File: src/rtl/cr16_pkg.sv
// Shared encodings, field positions and helpers for the CR16 control path.
package cr16_pkg;

   // Instruction field positions
   localparam int OP_MSB    = 15;
   localparam int OP_LSB    = 12;
   localparam int RDEST_MSB = 11;
   localparam int RDEST_LSB = 8;
   localparam int EXT_MSB   = 7;
   localparam int EXT_LSB   = 4;
   localparam int RSRC_MSB  = 3;
   localparam int RSRC_LSB  = 0;
   localparam int IMM_MSB   = 7;
   localparam int IMM_LSB   = 0;

   // Major opcodes; immediate ALU forms reuse the ALU opcode value
   localparam logic [3:0] OP_RR    = 4'b0000;
   localparam logic [3:0] OP_ANDI  = 4'b0001;
   localparam logic [3:0] OP_ORI   = 4'b0010;
   localparam logic [3:0] OP_XORI  = 4'b0011;
   localparam logic [3:0] OP_MEM   = 4'b0100;
   localparam logic [3:0] OP_ADDI  = 4'b0101;
   localparam logic [3:0] OP_SUBI  = 4'b1001;
   localparam logic [3:0] OP_CMPI  = 4'b1011;
   localparam logic [3:0] OP_BCOND = 4'b1100;
   localparam logic [3:0] OP_MOVI  = 4'b1101;
   localparam logic [3:0] OP_LUI   = 4'b1111;

   // Extension codes under OP_MEM
   localparam logic [3:0] EXT_LOAD  = 4'b0000;
   localparam logic [3:0] EXT_STOR  = 4'b0100;
   localparam logic [3:0] EXT_JCOND = 4'b1100;

   // ALU opcodes as understood by the datapath
   localparam logic [3:0] ALU_AND = 4'b0001;
   localparam logic [3:0] ALU_OR  = 4'b0010;
   localparam logic [3:0] ALU_XOR = 4'b0011;
   localparam logic [3:0] ALU_ADD = 4'b0101;
   localparam logic [3:0] ALU_SUB = 4'b1001;
   localparam logic [3:0] ALU_CMP = 4'b1011;
   localparam logic [3:0] ALU_MOV = 4'b1101;

   // Condition codes
   localparam logic [3:0] COND_EQ = 4'b0000;
   localparam logic [3:0] COND_NE = 4'b0001;
   localparam logic [3:0] COND_CS = 4'b0010;
   localparam logic [3:0] COND_CC = 4'b0011;
   localparam logic [3:0] COND_HI = 4'b0100;
   localparam logic [3:0] COND_LS = 4'b0101;
   localparam logic [3:0] COND_GT = 4'b0110;
   localparam logic [3:0] COND_LE = 4'b0111;
   localparam logic [3:0] COND_FS = 4'b1000;
   localparam logic [3:0] COND_FC = 4'b1001;
   localparam logic [3:0] COND_LO = 4'b1010;
   localparam logic [3:0] COND_HS = 4'b1011;
   localparam logic [3:0] COND_LT = 4'b1100;
   localparam logic [3:0] COND_GE = 4'b1101;
   localparam logic [3:0] COND_UC = 4'b1110;
   localparam logic [3:0] COND_NV = 4'b1111;

   // Bit positions inside the 5-bit status flag vector
   localparam int FLAG_C = 0;
   localparam int FLAG_L = 1;
   localparam int FLAG_F = 2;
   localparam int FLAG_Z = 3;
   localparam int FLAG_N = 4;

   typedef enum logic [2:0] {
      ST_FETCH,
      ST_DECODE,
      ST_EXECUTE,
      ST_LOAD_WB,
      ST_HALT
   } state_e;

   typedef enum logic [2:0] {
      CLS_ALU,
      CLS_LOAD,
      CLS_STOR,
      CLS_JCOND,
      CLS_BCOND,
      CLS_ILLEGAL
   } cls_e;

   function automatic logic alu_code_valid(input logic [3:0] code);
      return (code == ALU_AND) || (code == ALU_OR)  || (code == ALU_XOR) ||
             (code == ALU_ADD) || (code == ALU_SUB) || (code == ALU_CMP) ||
             (code == ALU_MOV);
   endfunction

   function automatic logic cond_met(input logic [3:0] cond, input logic [4:0] flags);
      logic c, l, f, z, n;
      c = flags[FLAG_C];
      l = flags[FLAG_L];
      f = flags[FLAG_F];
      z = flags[FLAG_Z];
      n = flags[FLAG_N];
      case (cond)
         COND_EQ: return z;
         COND_NE: return !z;
         COND_CS: return c;
         COND_CC: return !c;
         COND_HI: return l;
         COND_LS: return !l;
         COND_GT: return n;
         COND_LE: return !n;
         COND_FS: return f;
         COND_FC: return !f;
         COND_LO: return !l && !z;
         COND_HS: return l || z;
         COND_LT: return !n && !z;
         COND_GE: return n || z;
         COND_UC: return 1'b1;
         COND_NV: return 1'b0;
         default: return 1'b0;
      endcase
   endfunction

   // Arithmetic immediates and branch displacements are signed; logic/move are not
   function automatic logic [15:0] imm_extend(input logic [3:0] op, input logic [7:0] imm8);
      case (op)
         OP_ADDI, OP_SUBI, OP_CMPI, OP_BCOND: return {{8{imm8[7]}}, imm8};
         OP_LUI:                              return {imm8, 8'h00};
         default:                             return {8'h00, imm8};
      endcase
   endfunction

endpackage

File: src/rtl/cr16_decoder.sv
// Combinational instruction classifier: class, ALU opcode, immediate and write/flag hints.
module cr16_decoder
   import cr16_pkg::*;
(
   input  logic [3:0]  i_op,
   input  logic [3:0]  i_ext,
   input  logic [7:0]  i_imm8,
   output cls_e        o_cls,
   output logic [3:0]  o_alu_op,
   output logic [15:0] o_immediate,
   output logic        o_imm_select,
   output logic        o_writes_reg,
   output logic        o_sets_flags,
   output logic        o_illegal
);

   logic [3:0] alu_code;

   // Classify the instruction word and derive the datapath controls it needs
   always_comb begin
      o_cls        = CLS_ILLEGAL;
      o_alu_op     = ALU_MOV;
      o_immediate  = imm_extend(i_op, i_imm8);
      o_imm_select = 1'b0;
      o_writes_reg = 1'b0;
      o_sets_flags = 1'b0;
      alu_code     = (i_op == OP_RR) ? i_ext : i_op;
      case (i_op)
         OP_RR, OP_ANDI, OP_ORI, OP_XORI, OP_ADDI, OP_SUBI, OP_CMPI, OP_MOVI: begin
            if (alu_code_valid(alu_code)) begin
               o_cls        = CLS_ALU;
               o_alu_op     = alu_code;
               o_imm_select = (i_op != OP_RR);
               o_writes_reg = (alu_code != ALU_CMP);
               o_sets_flags = (alu_code == ALU_ADD) || (alu_code == ALU_SUB) ||
                              (alu_code == ALU_CMP);
            end
         end
         OP_LUI: begin
            o_cls        = CLS_ALU;
            o_alu_op     = ALU_MOV;
            o_imm_select = 1'b1;
            o_writes_reg = 1'b1;
         end
         OP_MEM: begin
            case (i_ext)
               EXT_LOAD: begin
                  o_cls        = CLS_LOAD;
                  o_writes_reg = 1'b1;
               end
               EXT_STOR:  o_cls = CLS_STOR;
               EXT_JCOND: o_cls = CLS_JCOND;
               default:   o_cls = CLS_ILLEGAL;
            endcase
         end
         OP_BCOND: o_cls = CLS_BCOND;
         default:  o_cls = CLS_ILLEGAL;
      endcase
      o_illegal = (o_cls == CLS_ILLEGAL);
   end

endmodule

File: src/rtl/cr16_controller.sv
// Multi-cycle fetch/decode/execute controller driving the CR16 datapath and memory port.
module cr16_controller
   import cr16_pkg::*;
#(
   parameter logic [15:0] P_PC_RESET = 16'h0000
) (
   input  logic        I_CLK,
   input  logic        I_RESET,
   input  logic        I_ENABLE,
   input  logic [15:0] I_A,
   input  logic [15:0] I_B,
   input  logic [4:0]  I_STATUS_FLAGS,
   input  logic [15:0] I_MEM_RDATA,
   output logic [15:0] O_MEM_ADDR,
   output logic        O_MEM_WE,
   output logic [15:0] O_MEM_WDATA,
   output logic        O_DP_ENABLE,
   output logic [15:0] O_REG_WRITE_ENABLE,
   output logic [3:0]  O_REG_A_SELECT,
   output logic [3:0]  O_REG_B_SELECT,
   output logic        O_IMMEDIATE_SELECT,
   output logic [15:0] O_IMMEDIATE,
   output logic [3:0]  O_OPCODE,
   output logic        O_REG_DATA_SELECT,
   output logic [15:0] O_PC,
   output logic        O_HALTED
);

   state_e      state_q, state_d;
   logic [15:0] pc_q, pc_d;
   logic [15:0] ir_q, ir_d;
   logic [4:0]  flags_q, flags_d;
   logic        flag_pending_q, flag_pending_d;

   logic [15:0] dec_instr;
   cls_e        dec_cls;
   logic [3:0]  dec_alu_op;
   logic [15:0] dec_immediate;
   logic        dec_imm_select;
   logic        dec_writes_reg;
   logic        dec_sets_flags;
   logic        dec_illegal;

   logic [3:0]  rdest;
   logic [3:0]  rsrc;
   logic [15:0] pc_inc;
   logic [15:0] br_target;
   logic        taken;

   // In DECODE the incoming word is classified so an illegal op never reaches EXECUTE
   assign dec_instr = (state_q == ST_DECODE) ? I_MEM_RDATA : ir_q;

   cr16_decoder u_decoder (
      .i_op         (dec_instr[OP_MSB:OP_LSB]),
      .i_ext        (dec_instr[EXT_MSB:EXT_LSB]),
      .i_imm8       (dec_instr[IMM_MSB:IMM_LSB]),
      .o_cls        (dec_cls),
      .o_alu_op     (dec_alu_op),
      .o_immediate  (dec_immediate),
      .o_imm_select (dec_imm_select),
      .o_writes_reg (dec_writes_reg),
      .o_sets_flags (dec_sets_flags),
      .o_illegal    (dec_illegal)
   );

   assign rdest     = ir_q[RDEST_MSB:RDEST_LSB];
   assign rsrc      = ir_q[RSRC_MSB:RSRC_LSB];
   assign pc_inc    = pc_q + 16'd1;
   assign br_target = pc_q + dec_immediate;
   assign taken     = cond_met(rdest, flags_q);

   // Next-state, PC, IR and flag snapshot; everything holds while I_ENABLE is low
   always_comb begin
      state_d        = state_q;
      pc_d           = pc_q;
      ir_d           = ir_q;
      flags_d        = flags_q;
      flag_pending_d = flag_pending_q;
      if (I_ENABLE) begin
         case (state_q)
            ST_FETCH: begin
               if (flag_pending_q) begin
                  flags_d        = I_STATUS_FLAGS;
                  flag_pending_d = 1'b0;
               end
               state_d = ST_DECODE;
            end
            ST_DECODE: begin
               ir_d    = I_MEM_RDATA;
               state_d = dec_illegal ? ST_HALT : ST_EXECUTE;
            end
            ST_EXECUTE: begin
               state_d = ST_FETCH;
               case (dec_cls)
                  CLS_ALU: begin
                     pc_d = pc_inc;
                     if (dec_sets_flags) flag_pending_d = 1'b1;
                  end
                  CLS_LOAD:  state_d = ST_LOAD_WB;
                  CLS_STOR:  pc_d = pc_inc;
                  CLS_JCOND: pc_d = taken ? I_A : pc_inc;
                  CLS_BCOND: pc_d = taken ? br_target : pc_inc;
                  default:   state_d = ST_HALT;
               endcase
            end
            ST_LOAD_WB: begin
               pc_d    = pc_inc;
               state_d = ST_FETCH;
            end
            ST_HALT: state_d = ST_HALT;
            default: state_d = ST_FETCH;
         endcase
      end
   end

   // Control state registers with synchronous reset
   always_ff @(posedge I_CLK) begin
      if (I_RESET) begin
         state_q        <= ST_FETCH;
         pc_q           <= P_PC_RESET;
         ir_q           <= '0;
         flags_q        <= '0;
         flag_pending_q <= 1'b0;
      end else begin
         state_q        <= state_d;
         pc_q           <= pc_d;
         ir_q           <= ir_d;
         flags_q        <= flags_d;
         flag_pending_q <= flag_pending_d;
      end
   end

   // Datapath and memory controls decoded from the current state and IR
   always_comb begin
      O_MEM_ADDR         = pc_q;
      O_MEM_WE           = 1'b0;
      O_DP_ENABLE        = 1'b0;
      O_REG_WRITE_ENABLE = '0;
      O_REG_DATA_SELECT  = 1'b0;
      O_HALTED           = 1'b0;
      case (state_q)
         ST_EXECUTE: begin
            case (dec_cls)
               CLS_ALU: begin
                  O_DP_ENABLE = 1'b1;
                  if (dec_writes_reg) O_REG_WRITE_ENABLE = 16'h0001 << rdest;
               end
               CLS_LOAD: O_MEM_ADDR = I_A;
               CLS_STOR: begin
                  O_MEM_ADDR = I_A;
                  O_MEM_WE   = 1'b1;
               end
               default: O_MEM_ADDR = pc_q;
            endcase
         end
         ST_LOAD_WB: begin
            O_DP_ENABLE        = 1'b1;
            O_REG_DATA_SELECT  = 1'b1;
            O_REG_WRITE_ENABLE = 16'h0001 << rdest;
         end
         ST_HALT: O_HALTED = 1'b1;
         default: O_MEM_ADDR = pc_q;
      endcase
      if (!I_ENABLE || I_RESET) begin
         O_DP_ENABLE = 1'b0;
         O_MEM_WE    = 1'b0;
      end
      if (I_RESET) O_REG_WRITE_ENABLE = '0;
   end

   assign O_MEM_WDATA        = I_B;
   assign O_REG_A_SELECT     = rsrc;
   assign O_REG_B_SELECT     = rdest;
   assign O_IMMEDIATE_SELECT = dec_imm_select;
   assign O_IMMEDIATE        = dec_immediate;
   assign O_OPCODE           = dec_alu_op;
   assign O_PC               = pc_q;

endmodule

File: config.mk
export PLATFORM = sky130hd
export DESIGN_NAME = cr16_controller
export DESIGN_NICKNAME = d
export VERILOG_FILES = /design/src/rtl/cr16_pkg.sv /design/src/rtl/cr16_decoder.sv /design/src/rtl/cr16_controller.sv
export SDC_FILE = /design/constraint.sdc
export NUM_CORES = 1
export LEC_CHECK = 0
export ABC_AREA = 0
export CORE_ASPECT_RATIO = 1.1
export CORE_MARGIN = 2
export CORE_UTILIZATION = 50
export DETAILED_ROUTE_END_ITERATION = 6
export PLACE_DENSITY = 0.95
export SLEW_MARGIN = 20
export SYNTH_ARGS = -nofsm -noshare
export SYNTH_HDL_FRONTEND = slang
export SYNTH_HIERARCHICAL = 1
export SYNTH_SLANG_ARGS = --single-unit
File: constraint.sdc
create_clock -name I_CLK -period 12.27 [get_ports I_CLK]
set_clock_uncertainty 0.15 [all_clocks]
set_input_delay 1.8405 -clock I_CLK [delete_from_list [all_inputs] [get_ports I_CLK]]
set_output_delay 1.8405 -clock I_CLK [all_outputs]
set_load 0.1 [all_outputs]
==> impl_metrics.py, run 1 <==
metrics = {
    "run_status": {
        "status": "completed",
    },
    "clock_tree": {
        "cts_tree": "done",
        "htree_levels": 2,
        "post_cts_buffers": 0,
        "cts_resized": 0,
        "clockBufferDepth": 2,
        "holdBufCountCts": 0,
        "cts-buffers-inserted": 5,
        "cts_root_buf": "clkbuf_8",
        "clock_latency_ns": 0.31,
        "cts_sinks": 41,
        "clk_pin_slew_ns": 0.09,
    },
    "placement": {
        "dp_hpwl_um": 10240,
        "portBuffers": 120,
        "placed_cell_area_um2": 5319,
        "routabilityCongestion": 0.9759,
    },
    "grt": {
        "antenna_found_initial": 0,
        "grt_max_degree": 48,
        "grt-ovfl-total": 0,
        "grt_pass1_wl_um": 21780,
        "grt.total_usage_pct": 28.44,
        "grt_pass1_vias": 4493,
    },
    "critical_path": {
        "path_max_fanout": 17,
        "crit_chain": "clkdlybuf4s50_1 -> mux2_2 -> and4_1 -> a21oi_1 -> a22oi_1 -> o211ai_1 -> nor3_1 -> a21oi_1 -> nor3_1 -> nand3b_1 -> nor2_1 -> clkdlybuf4s50_1",
        "worstSetupPathType": "in -> out",
        "reg2reg_depth": 13,
        "crit_arrival_ns": 6.24,
        "r2r_setup_slack_ns": 7.13,
        "r2r_end": "O_PC[15]$_SDFFE_PP0P_",
        "endpoint": "O_REG_WRITE_ENABLE[9]",
        "crit_buf_inv": 2,
        "r2r-start": "state_q[0]$_SDFFE_PP0P_",
        "crit_family": "buffers and inverters",
        "slowest_delay_ns": 1.14,
        "start_kind": "primary input",
        "crit_path_end_kind": "output pin",
        "critical_path_required_ns": 10.28,
        "worstSetupStartpoint": "I_MEM_RDATA[14]",
        "cp.depth": 12,
        "cp_slowest_cell": "clkdlybuf4s50_1",
    },
    "routing": {
        "drtAntennaViolNets": 0,
        "avgRoutedWirePerCell_um": 17.37,
        "vias": 4856,
        "dr.first_iter.drc_count": 549,
        "drc": 0,
        "drt-pass1-iter-count": 5,
        "via_per_inst": 6.210,
        "drt_wl_total_um": 13580,
    },
    "floorplanning": {
        "die_h_um": 101.4,
        "coreArea_um2": 8364,
        "initial_utilization_pct": 51.50,
        "rows": 35,
        "fp.dieArea_um2": 9375,
        "die_w_um": 92.50,
        "io_pins": 153,
    },
    "sta": {
        "tns_ns": 0,
        "tightestPinTransition_ns": 1.022,
        "fin_crit_sh_pct": 67.05,
        "relSlewSlack_pct": 31.68,
        "finalMaxSlewViolations": 0,
        "grt_setup_unrepaired": "no",
        "hold_ws_ns": 0.3115,
        "hold_violations": 0,
        "period_needed_ns": 8.226,
        "finalSetupViolCount": 0,
        "fmax_mhz": 121.6,
    },
    "final_layout": {
        "fin_util_pct": 64.79,
        "fill_cells": 686,
        "diodes": 0,
        "drive_gt1_share_pct": 9.091,
        "multi_input_area_um2": 3059,
        "syn_to_final_growth_pct": 25.79,
        "seq_area_um2": 820.8,
        "design_area_um2": 5419,
        "nets": 743,
    },
    "synth": {
        "seq_area_frac_synth_pct": 19.05,
        "syn_area_um2": 4308,
        "async_reset_ff_share_pct": 0,
        "ys.flop_type": "dfxtp_1",
        "synth-edff-count": 0,
        "synth_cell_type_count": 77,
        "synthCells": 594,
        "syn_nets": 667,
        "ys_ff_latch": 41,
        "synth.avg_cell_area_um2": 7.252,
        "yosys_warnings": 6,
    },
    "min_path": {
        "worstHoldStart": "ir_q[5]$_SDFFE_PP0P_",
        "hold_class": "reg -> reg",
    },
    "run": {
        "drv_cap": 0,
    },
    "power": {
        "peakVddDrop_mv": 0.06223,
        "power_leakage_nw": 1.966,
        "finalPower_w": 0.0004350,
        "p_per_area_nw_per_um2": 80.27,
    },
}
-- metrics by stage --
stage / setup WS (ns) / std cells
final: 4.044 / 782
after global routing: 3.703 / 782
after CTS: 4.154 / 782
after detailed placement: 4.215 / 774
after global placement: 4.418 / 774
after floorplan: 3.760 / 594
-- per-layer routing --
metal / up-vias / track usage (%) / part of all wire, %
met3: 44 / 4.985 / 8.9
met5: - / 0 / 0
met4: 0 / 9.989 / 3.1
met1: 2253 / 35.65 / 40
met2: 294 / 49.30 / 48
li1: 2265 / - / -
-- layout by cell type, fill, tap and decap left out, types with 8 or more instances in the layout --
master / n
clkdlybuf4s50_1: 120
nand2_1: 83
nor2_1: 75
a21oi_1: 57
dfxtp_1: 41
mux2_2: 28
o21ai_0: 18
inv_1: 18
ha_1: 16
nand2b_1: 15
nor3_1: 15
and2_1: 11
nand3_1: 10
o21ai_1: 9
mux2i_1: 8
xnor2_1: 8
-- worst min path at each step --
stage                                  endpoint  slack [ns]  cells after the start
after floorplan           ir_q[12]$_SDFFE_PP0P_        0.28                      2
after global placement     ir_q[5]$_SDFFE_PP0P_        0.29                      2
after detailed placement   ir_q[5]$_SDFFE_PP0P_        0.30                      2
after CTS                  ir_q[5]$_SDFFE_PP0P_        0.31                      2
after global routing       ir_q[5]$_SDFFE_PP0P_        0.33                      2
final                      ir_q[5]$_SDFFE_PP0P_        0.31                      2
-- report_power, final --
group          leakage [nW]  internal, W  switching, W
logic                  1.59    0.0000572      0.000137
registers             0.332     0.000137    0.00000659
clock network        0.0447    0.0000412     0.0000560
total                  1.97     0.000235      0.000200
-- kinds of logic (layout without fill, tap and decap cells) --
logic type               count (synthesis)  after routing  share of synthesized area (%)
AO/OA/AOI/OAI                          153            153                          23.76
buffers and inverters                   74            151                          10.19
multiplexers                            37             37                          9.439
AND/OR/NAND/NOR                        260            260                          29.83
adder cells (fa/ha/maj)                 17             17                          5.112
XOR/XNOR                                12             12                          2.614
flip-flops                              41             41                          19.05
-- state kept, by name (all words and copies together), names as in the netlist --
register        count
state_q             3
O_PC               16
flags_q             5
ir_q               16
flag_pending_q      1
-- synth_stat cells, types with 6 or more instances --
library cell / n / share of area (%)
ha_1: 16 / 4.6
a211oi_1: 7 / 1.2
a21oi_1: 57 / 6.6
or3_1: 7 / 1.0
and2_1: 11 / 1.6
dfxtp_1: 41 / 19
nor2_1: 75 / 6.5
a22oi_1: 6 / 1.0
mux2_2: 28 / 7.3
nand2_1: 83 / 7.2
inv_1: 18 / 1.6
nand3_1: 10 / 1.2
nor3_1: 15 / 1.7
clkbuf_1: 13 / 1.1
mux2i_1: 8 / 1.9
buf_4: 29 / 5.1
o21ai_0: 18 / 2.1
o21ai_1: 9 / 1.0
buf_2: 7 / 0.81
xnor2_1: 8 / 1.6
nand2b_1: 15 / 2.2
-- layout make-up --
class	instances	share of cell area, %
tap	111	2.563
clock inverter	3	0.4618
timing repair buffer	125	22.86
multi-input combinational	479	56.45
inverter	18	1.247
sequential	41	15.15
clock buffer	5	1.270
-- worst min-delay path, delay by kind of cell (launching register included) --
family / cells / cell delay, ns
simple gates: 1 / 0.05
compound gates: 1 / 0.06
flops: 1 / 0.32
Note: power is estimated with default switching activity, not from simulation.
==> run 2: changes to the inputs <==
--- a/config.mk
+++ b/config.mk
@@ -8,9 +8,9 @@
 export ABC_AREA = 0
 export CORE_ASPECT_RATIO = 1.1
 export CORE_MARGIN = 2
-export CORE_UTILIZATION = 50
+export CORE_UTILIZATION = 46
 export DETAILED_ROUTE_END_ITERATION = 6
-export PLACE_DENSITY = 0.95
+export PLACE_DENSITY = 0.92
 export SLEW_MARGIN = 20
 export SYNTH_ARGS = -nofsm -noshare
 export SYNTH_HDL_FRONTEND = slang
==> constraint.sdc (replaced) <==
create_clock -name I_CLK -period 8.4 [get_ports I_CLK]
set_clock_uncertainty 0.15 [all_clocks]
set_input_delay 1.26 -clock I_CLK [delete_from_list [all_inputs] [get_ports I_CLK]]
set_output_delay 1.26 -clock I_CLK [all_outputs]
set_load 0.1 [all_outputs]
==> run 2 against run 1 <==
  * Non-clock buffer count up 1
  * Final cell count up 0.90%
  * Sequential share of layout area about the same
  * Utilization down 5.9 points
  * Sequential cell count unchanged
  * Worst hold slack better by 0.0038 ns
  * Register-to-register slack worse by 3.9 ns
  * Clock power up 42%
  * Critical endpoint is now O_REG_WRITE_ENABLE[4]
  * Wire length up 0.69%
==> impl_metrics.py, run 2 (same netlist as run 1, synthesis figures left out) <==
metrics = {
    "sta": {
        "grt_setup_unrepaired": "no",
        "fmax_mhz": 144.0,
        "relSlewSlack_pct": 32.20,
        "finalSetupViolCount": 0,
        "fin_crit_sh_pct": 82.70,
        "period_needed_ns": 6.947,
        "tns_ns": 0,
        "hold_ws_ns": 0.3153,
        "hold_violations": 0,
        "finalMaxSlewViolations": 0,
        "tightestPinTransition_ns": 1.014,
    },
    "critical_path": {
        "critical_path_required_ns": 6.99,
        "worstSetupPathType": "in -> out",
        "path_max_fanout": 17,
        "crit_path_end_kind": "output pin",
        "start_kind": "primary input",
        "crit_arrival_ns": 5.54,
    },
    "routing": {
        "drt-pass1-iter-count": 7,
        "drc": 0,
        "drt_wl_total_um": 13670,
        "via_per_inst": 6.077,
        "drtAntennaViolNets": 0,
        "avgRoutedWirePerCell_um": 17.33,
        "dr.first_iter.drc_count": 536,
        "vias": 4795,
    },
    "final_layout": {
        "fill_cells": 814,
        "syn_to_final_growth_pct": 25.91,
        "seq_area_um2": 820.8,
        "diodes": 0,
        "multi_input_area_um2": 3053,
        "layout_commonest_cell": "clkdlybuf4s50_1",
        "drive_gt1_share_pct": 9.226,
        "layout_common_cells": "clkdlybuf4s50_1, nand2_1, nor2_1",
        "nets": 744,
    },
    "grt": {
        "grt-ovfl-total": 0,
        "antenna_found_initial": 0,
        "grt_pass1_wl_um": 21830,
        "grt.total_usage_pct": 26.79,
        "grt_pass1_vias": 4483,
        "grt_max_degree": 48,
    },
    "clock_tree": {
        "cts_root_buf": "clkbuf_8",
        "post_cts_buffers": 0,
        "clock_latency_ns": 0.31,
        "cts_resized": 0,
        "htree_levels": 2,
        "cts-buffers-inserted": 5,
        "clockBufferDepth": 2,
        "clk_pin_slew_ns": 0.09,
        "holdBufCountCts": 0,
        "cts_sinks": 41,
        "cts_tree": "done",
    },
    "floorplanning": {
        "coreArea_um2": 9213,
        "initial_utilization_pct": 46.76,
        "io_pins": 153,
        "die_w_um": 96.27,
        "die_h_um": 105.5,
        "fp.dieArea_um2": 10160,
        "rows": 37,
    },
    "power": {
        "finalPower_w": 0.0006295,
        "peakVddDrop_mv": 0.1094,
        "power_leakage_nw": 1.972,
        "p_per_area_nw_per_um2": 116.1,
    },
    "run": {
        "drv_cap": 0,
    },
    "placement": {
        "dp_hpwl_um": 10430,
        "portBuffers": 120,
        "routabilityCongestion": 0.8843,
    },
    "min_path": {
        "hold_class": "reg -> reg",
    },
    "run_status": {
        "status": "completed",
    },
}
==> run 2: report_power, final <==
| part | leakage, nW | total [W] | internal (W) | switching [W] |
|---|---|---|---|---|
| Sequential | 0.332 | 0.000209 | 0.000200 | 0.00000962 |
| Clock | 0.0445 | 0.000138 | 0.0000591 | 0.0000786 |
| Combinational | 1.60 | 0.000283 | 0.0000837 | 0.000199 |
| Total | 1.97 | 0.000630 | 0.000342 | 0.000287 |
==> run 2: area by class of cell <==
type / count / share of cell area (%)
Sequential cell: 41 / 15.13
Multi-Input combinational cell: 479 / 56.29
Clock inverter: 3 / 0.3922
Inverter: 18 / 1.246
Tap cell: 117 / 2.699
Timing Repair Buffer: 126 / 22.98
Clock buffer: 5 / 1.269
==> run 2: per-stage QoR <==
step	cells	utilization [%]	setup WS, ns	instance area [um2]
after floorplan	594	-	1.043	4308
after global placement	781	57.90	1.728	5334
after detailed placement	781	57.90	1.541	5334
after CTS	789	58.88	1.517	5424
after global routing	789	58.88	1.015	5424
final	789	58.88	1.453	5424
==> run 2: per-layer routing <==
layer,up-vias,track usage [%],share of wire [%]
met4,0,9.898,2.5
met5,-,0,0
met1,2232,34.47,41
met3,36,4.217,8.4
li1,2261,-,-
met2,266,44.44,48
==> run 2: critical path, stage by stage <==
cell             delay, ns
clkdlybuf4s50_1       0.48
mux2_2                0.36
and4_1                0.40
a21oi_1               0.07
a22oi_1               0.29
o211ai_1              0.29
nor3_1                0.32
a21oi_1               0.11
nor3_1                0.42
nand3_1               0.25
nor2_1                0.15
clkdlybuf4s50_1       1.14
==> run 2: worst paths after layout <==
check,to,start,slack (ns),depth (start not counted)
max,O_REG_WRITE_ENABLE[4],I_MEM_RDATA[14],1.45,12
min,ir_q[4]$_SDFFE_PP0P_,ir_q[4]$_SDFFE_PP0P_,0.32,2
max reg2reg,O_PC[13]$_SDFFE_PP0P_,state_q[0]$_SDFFE_PP0P_,3.28,15
min reg2reg,ir_q[4]$_SDFFE_PP0P_,ir_q[4]$_SDFFE_PP0P_,0.32,2
==> run 3: changes to the inputs <==
--- a/config.mk
+++ b/config.mk
@@ -8,9 +8,9 @@
 export ABC_AREA = 0
 export CORE_ASPECT_RATIO = 1.1
 export CORE_MARGIN = 2
-export CORE_UTILIZATION = 46
+export CORE_UTILIZATION = 42
 export DETAILED_ROUTE_END_ITERATION = 6
-export PLACE_DENSITY = 0.92
+export PLACE_DENSITY = 0.89
 export SLEW_MARGIN = 20
 export SYNTH_ARGS = -nofsm -noshare
 export SYNTH_HDL_FRONTEND = slang
==> constraint.sdc (replaced) <==
create_clock -name I_CLK -period 5.74 [get_ports I_CLK]
set_clock_uncertainty 0.15 [all_clocks]
set_input_delay 0.861 -clock I_CLK [delete_from_list [all_inputs] [get_ports I_CLK]]
set_output_delay 0.861 -clock I_CLK [all_outputs]
set_load 0.1 [all_outputs]
==> run 3 against run 2 <==
  * Die area grew 9.1%
  * Utilization shrank 1.1 points
  * Setup slack lost 0.91 ns
  * Sequential share of layout area shrank 0.83 points
  * Non-clock buffer count grew 1
  * Cell area grew 5.8%
  * First-iteration DRC count shrank 22%
  * Critical path depth grew 1
  * Largest cell class unchanged
  * Final cell count grew 0.51%
  * Clock power grew 49%
==> impl_metrics.py, run 3 (same netlist as run 1, synthesis figures left out) <==
metrics = {
    "floorplanning": {
        "rows": 38,
        "io_pins": 153,
        "coreArea_um2": 9937,
        "die_h_um": 110.2,
        "fp.dieArea_um2": 11080,
        "die_w_um": 100.6,
        "initial_utilization_pct": 43.35,
    },
    "clock_tree": {
        "cts_root_buf": "clkbuf_8",
        "clk_pin_slew_ns": 0.09,
        "htree_levels": 2,
        "cts_sinks": 41,
        "post_cts_buffers": 0,
        "clockBufferDepth": 2,
        "cts_resized": 0,
        "cts-buffers-inserted": 5,
        "clock_latency_ns": 0.31,
        "cts_tree": "done",
        "holdBufCountCts": 0,
    },
    "grt": {
        "grt.total_usage_pct": 24.97,
        "grt_pass1_wl_um": 22530,
        "antenna_found_initial": 0,
        "grt-ovfl-total": 0,
        "grt_pass1_vias": 4529,
        "grt_max_degree": 47,
    },
    "critical_path": {
        "slowest_delay_ns": 0.53,
        "crit_path_end_kind": "output pin",
        "crit_arrival_ns": 4.19,
        "crit_chain": "nor3b_2 -> buf_4 -> mux2_2 -> nor4b_2 -> o21ai_2 -> a22oi_1 -> o211ai_1 -> nor3_1 -> a21oi_1 -> nor3_2 -> nand3_1 -> nor2_1 -> buf_12",
        "critical_path_required_ns": 4.73,
        "crit_buf_inv": 2,
        "worstSetupPathType": "reg -> out",
        "path_max_fanout": 17,
        "start_kind": "register",
        "cp_slowest_cell": "dfxtp_1",
        "crit_family": "simple AND/OR/NAND/NOR gates",
    },
    "sta": {
        "period_needed_ns": 5.200,
        "fmax_mhz": 192.3,
        "finalMaxSlewViolations": 0,
        "hold_violations": 0,
        "relSlewSlack_pct": 33.56,
        "fin_crit_sh_pct": 90.59,
        "grt_setup_unrepaired": "no",
        "finalSetupViolCount": 0,
        "tns_ns": 0,
        "tightestPinTransition_ns": 0.9935,
    },
    "final_layout": {
        "layout_commonest_cell": "nand2_1",
        "fill_cells": 896,
        "diodes": 0,
        "drive_gt1_share_pct": 16.64,
        "nets": 745,
        "syn_to_final_growth_pct": 33.26,
        "design_area_um2": 5741,
        "layout_common_cells": "nand2_1, nor2_1, clkdlybuf4s50_1",
    },
    "routing": {
        "drt-pass1-iter-count": 5,
        "via_per_inst": 6.008,
        "drtAntennaViolNets": 0,
        "dr.first_iter.drc_count": 420,
        "vias": 4764,
        "drc": 0,
        "avgRoutedWirePerCell_um": 17.64,
        "drt_wl_total_um": 13990,
    },
    "power": {
        "p_per_area_nw_per_um2": 163.6,
        "power_leakage_nw": 2.153,
        "peakVddDrop_mv": 0.1359,
    },
    "placement": {
        "routabilityCongestion": 0.9507,
        "placed_cell_area_um2": 5642,
        "portBuffers": 120,
        "dp_hpwl_um": 10700,
    },
    "run_status": {
        "status": "completed",
    },
    "min_path": {
        "hold_class": "reg -> reg",
    },
    "run": {
        "drv_cap": 0,
    },
}
run 3: worst paths after layout:
check / startpoint / cells past startpoint / end / slack [ns]
worst min register to register: ir_q[13]$_SDFFE_PP0P_ / 2 / ir_q[13]$_SDFFE_PP0P_ / 0.31
worst max-delay path: state_q[0]$_SDFFE_PP0P_ / 13 / O_REG_WRITE_ENABLE[15] / 0.54
worst min-delay path: ir_q[13]$_SDFFE_PP0P_ / 2 / ir_q[13]$_SDFFE_PP0P_ / 0.31
worst max register to register: state_q[0]$_SDFFE_PP0P_ / 14 / O_PC[11]$_SDFFE_PP0P_ / 0.91
run 3: final cells by class:
class                   count  area, um2  share of cell area, %
clock buffers               5      68.82                  1.199
clock inverters             3      25.02                 0.4359
inverters                  18      67.56                  1.177
multi-input cells         479       3069                  53.47
flip-flops and latches     41      820.8                  14.30
well taps                 120      150.1                  2.616
repair buffers            127       1539                  26.81
run 3: worst min-delay path, cell delays in order, from the launching register on:
cell,delay [ns]
dfxtp_1,0.31
nand2_1,0.05
a21oi_1,0.05
run 3: through the flow:
stage | power [W] | worst slack [ns] | instances | utilization (%) | hold slack (ns)
3_3_place_gp | 0.0007287 | 0.6679 | 785 | 56.77 | 0.2906
5_1_grt | 0.0009725 | 0.1078 | 793 | 57.77 | 0.3444
6_report | 0.0009389 | 0.5403 | 793 | 57.77 | 0.3066
4_1_cts | 0.0009325 | 0.4883 | 793 | 57.72 | 0.3061
3_5_place_dp | 0.0007348 | 0.5092 | 785 | 56.77 | 0.2944
2_1_floorplan | 0.0006702 | 0.1943 | 594 | - | 0.2838
run 3: power breakdown:
group	total [W]	internal, W	switching [W]
clock network	0.000205	0.0000880	0.000117
logic	0.000428	0.000132	0.000296
registers	0.000306	0.000292	0.0000138
total	0.000939	0.000512	0.000427
run 3: routing by layer:
| layer | GRT usage (%) | part of all wire (%) |
|---|---|---|
| met1 | 32.50 | 42 |
| met2 | 43.24 | 48 |
| met5 | 0 | 0 |
| met3 | 3.216 | 7.6 |
| met4 | 7.436 | 2.2 |
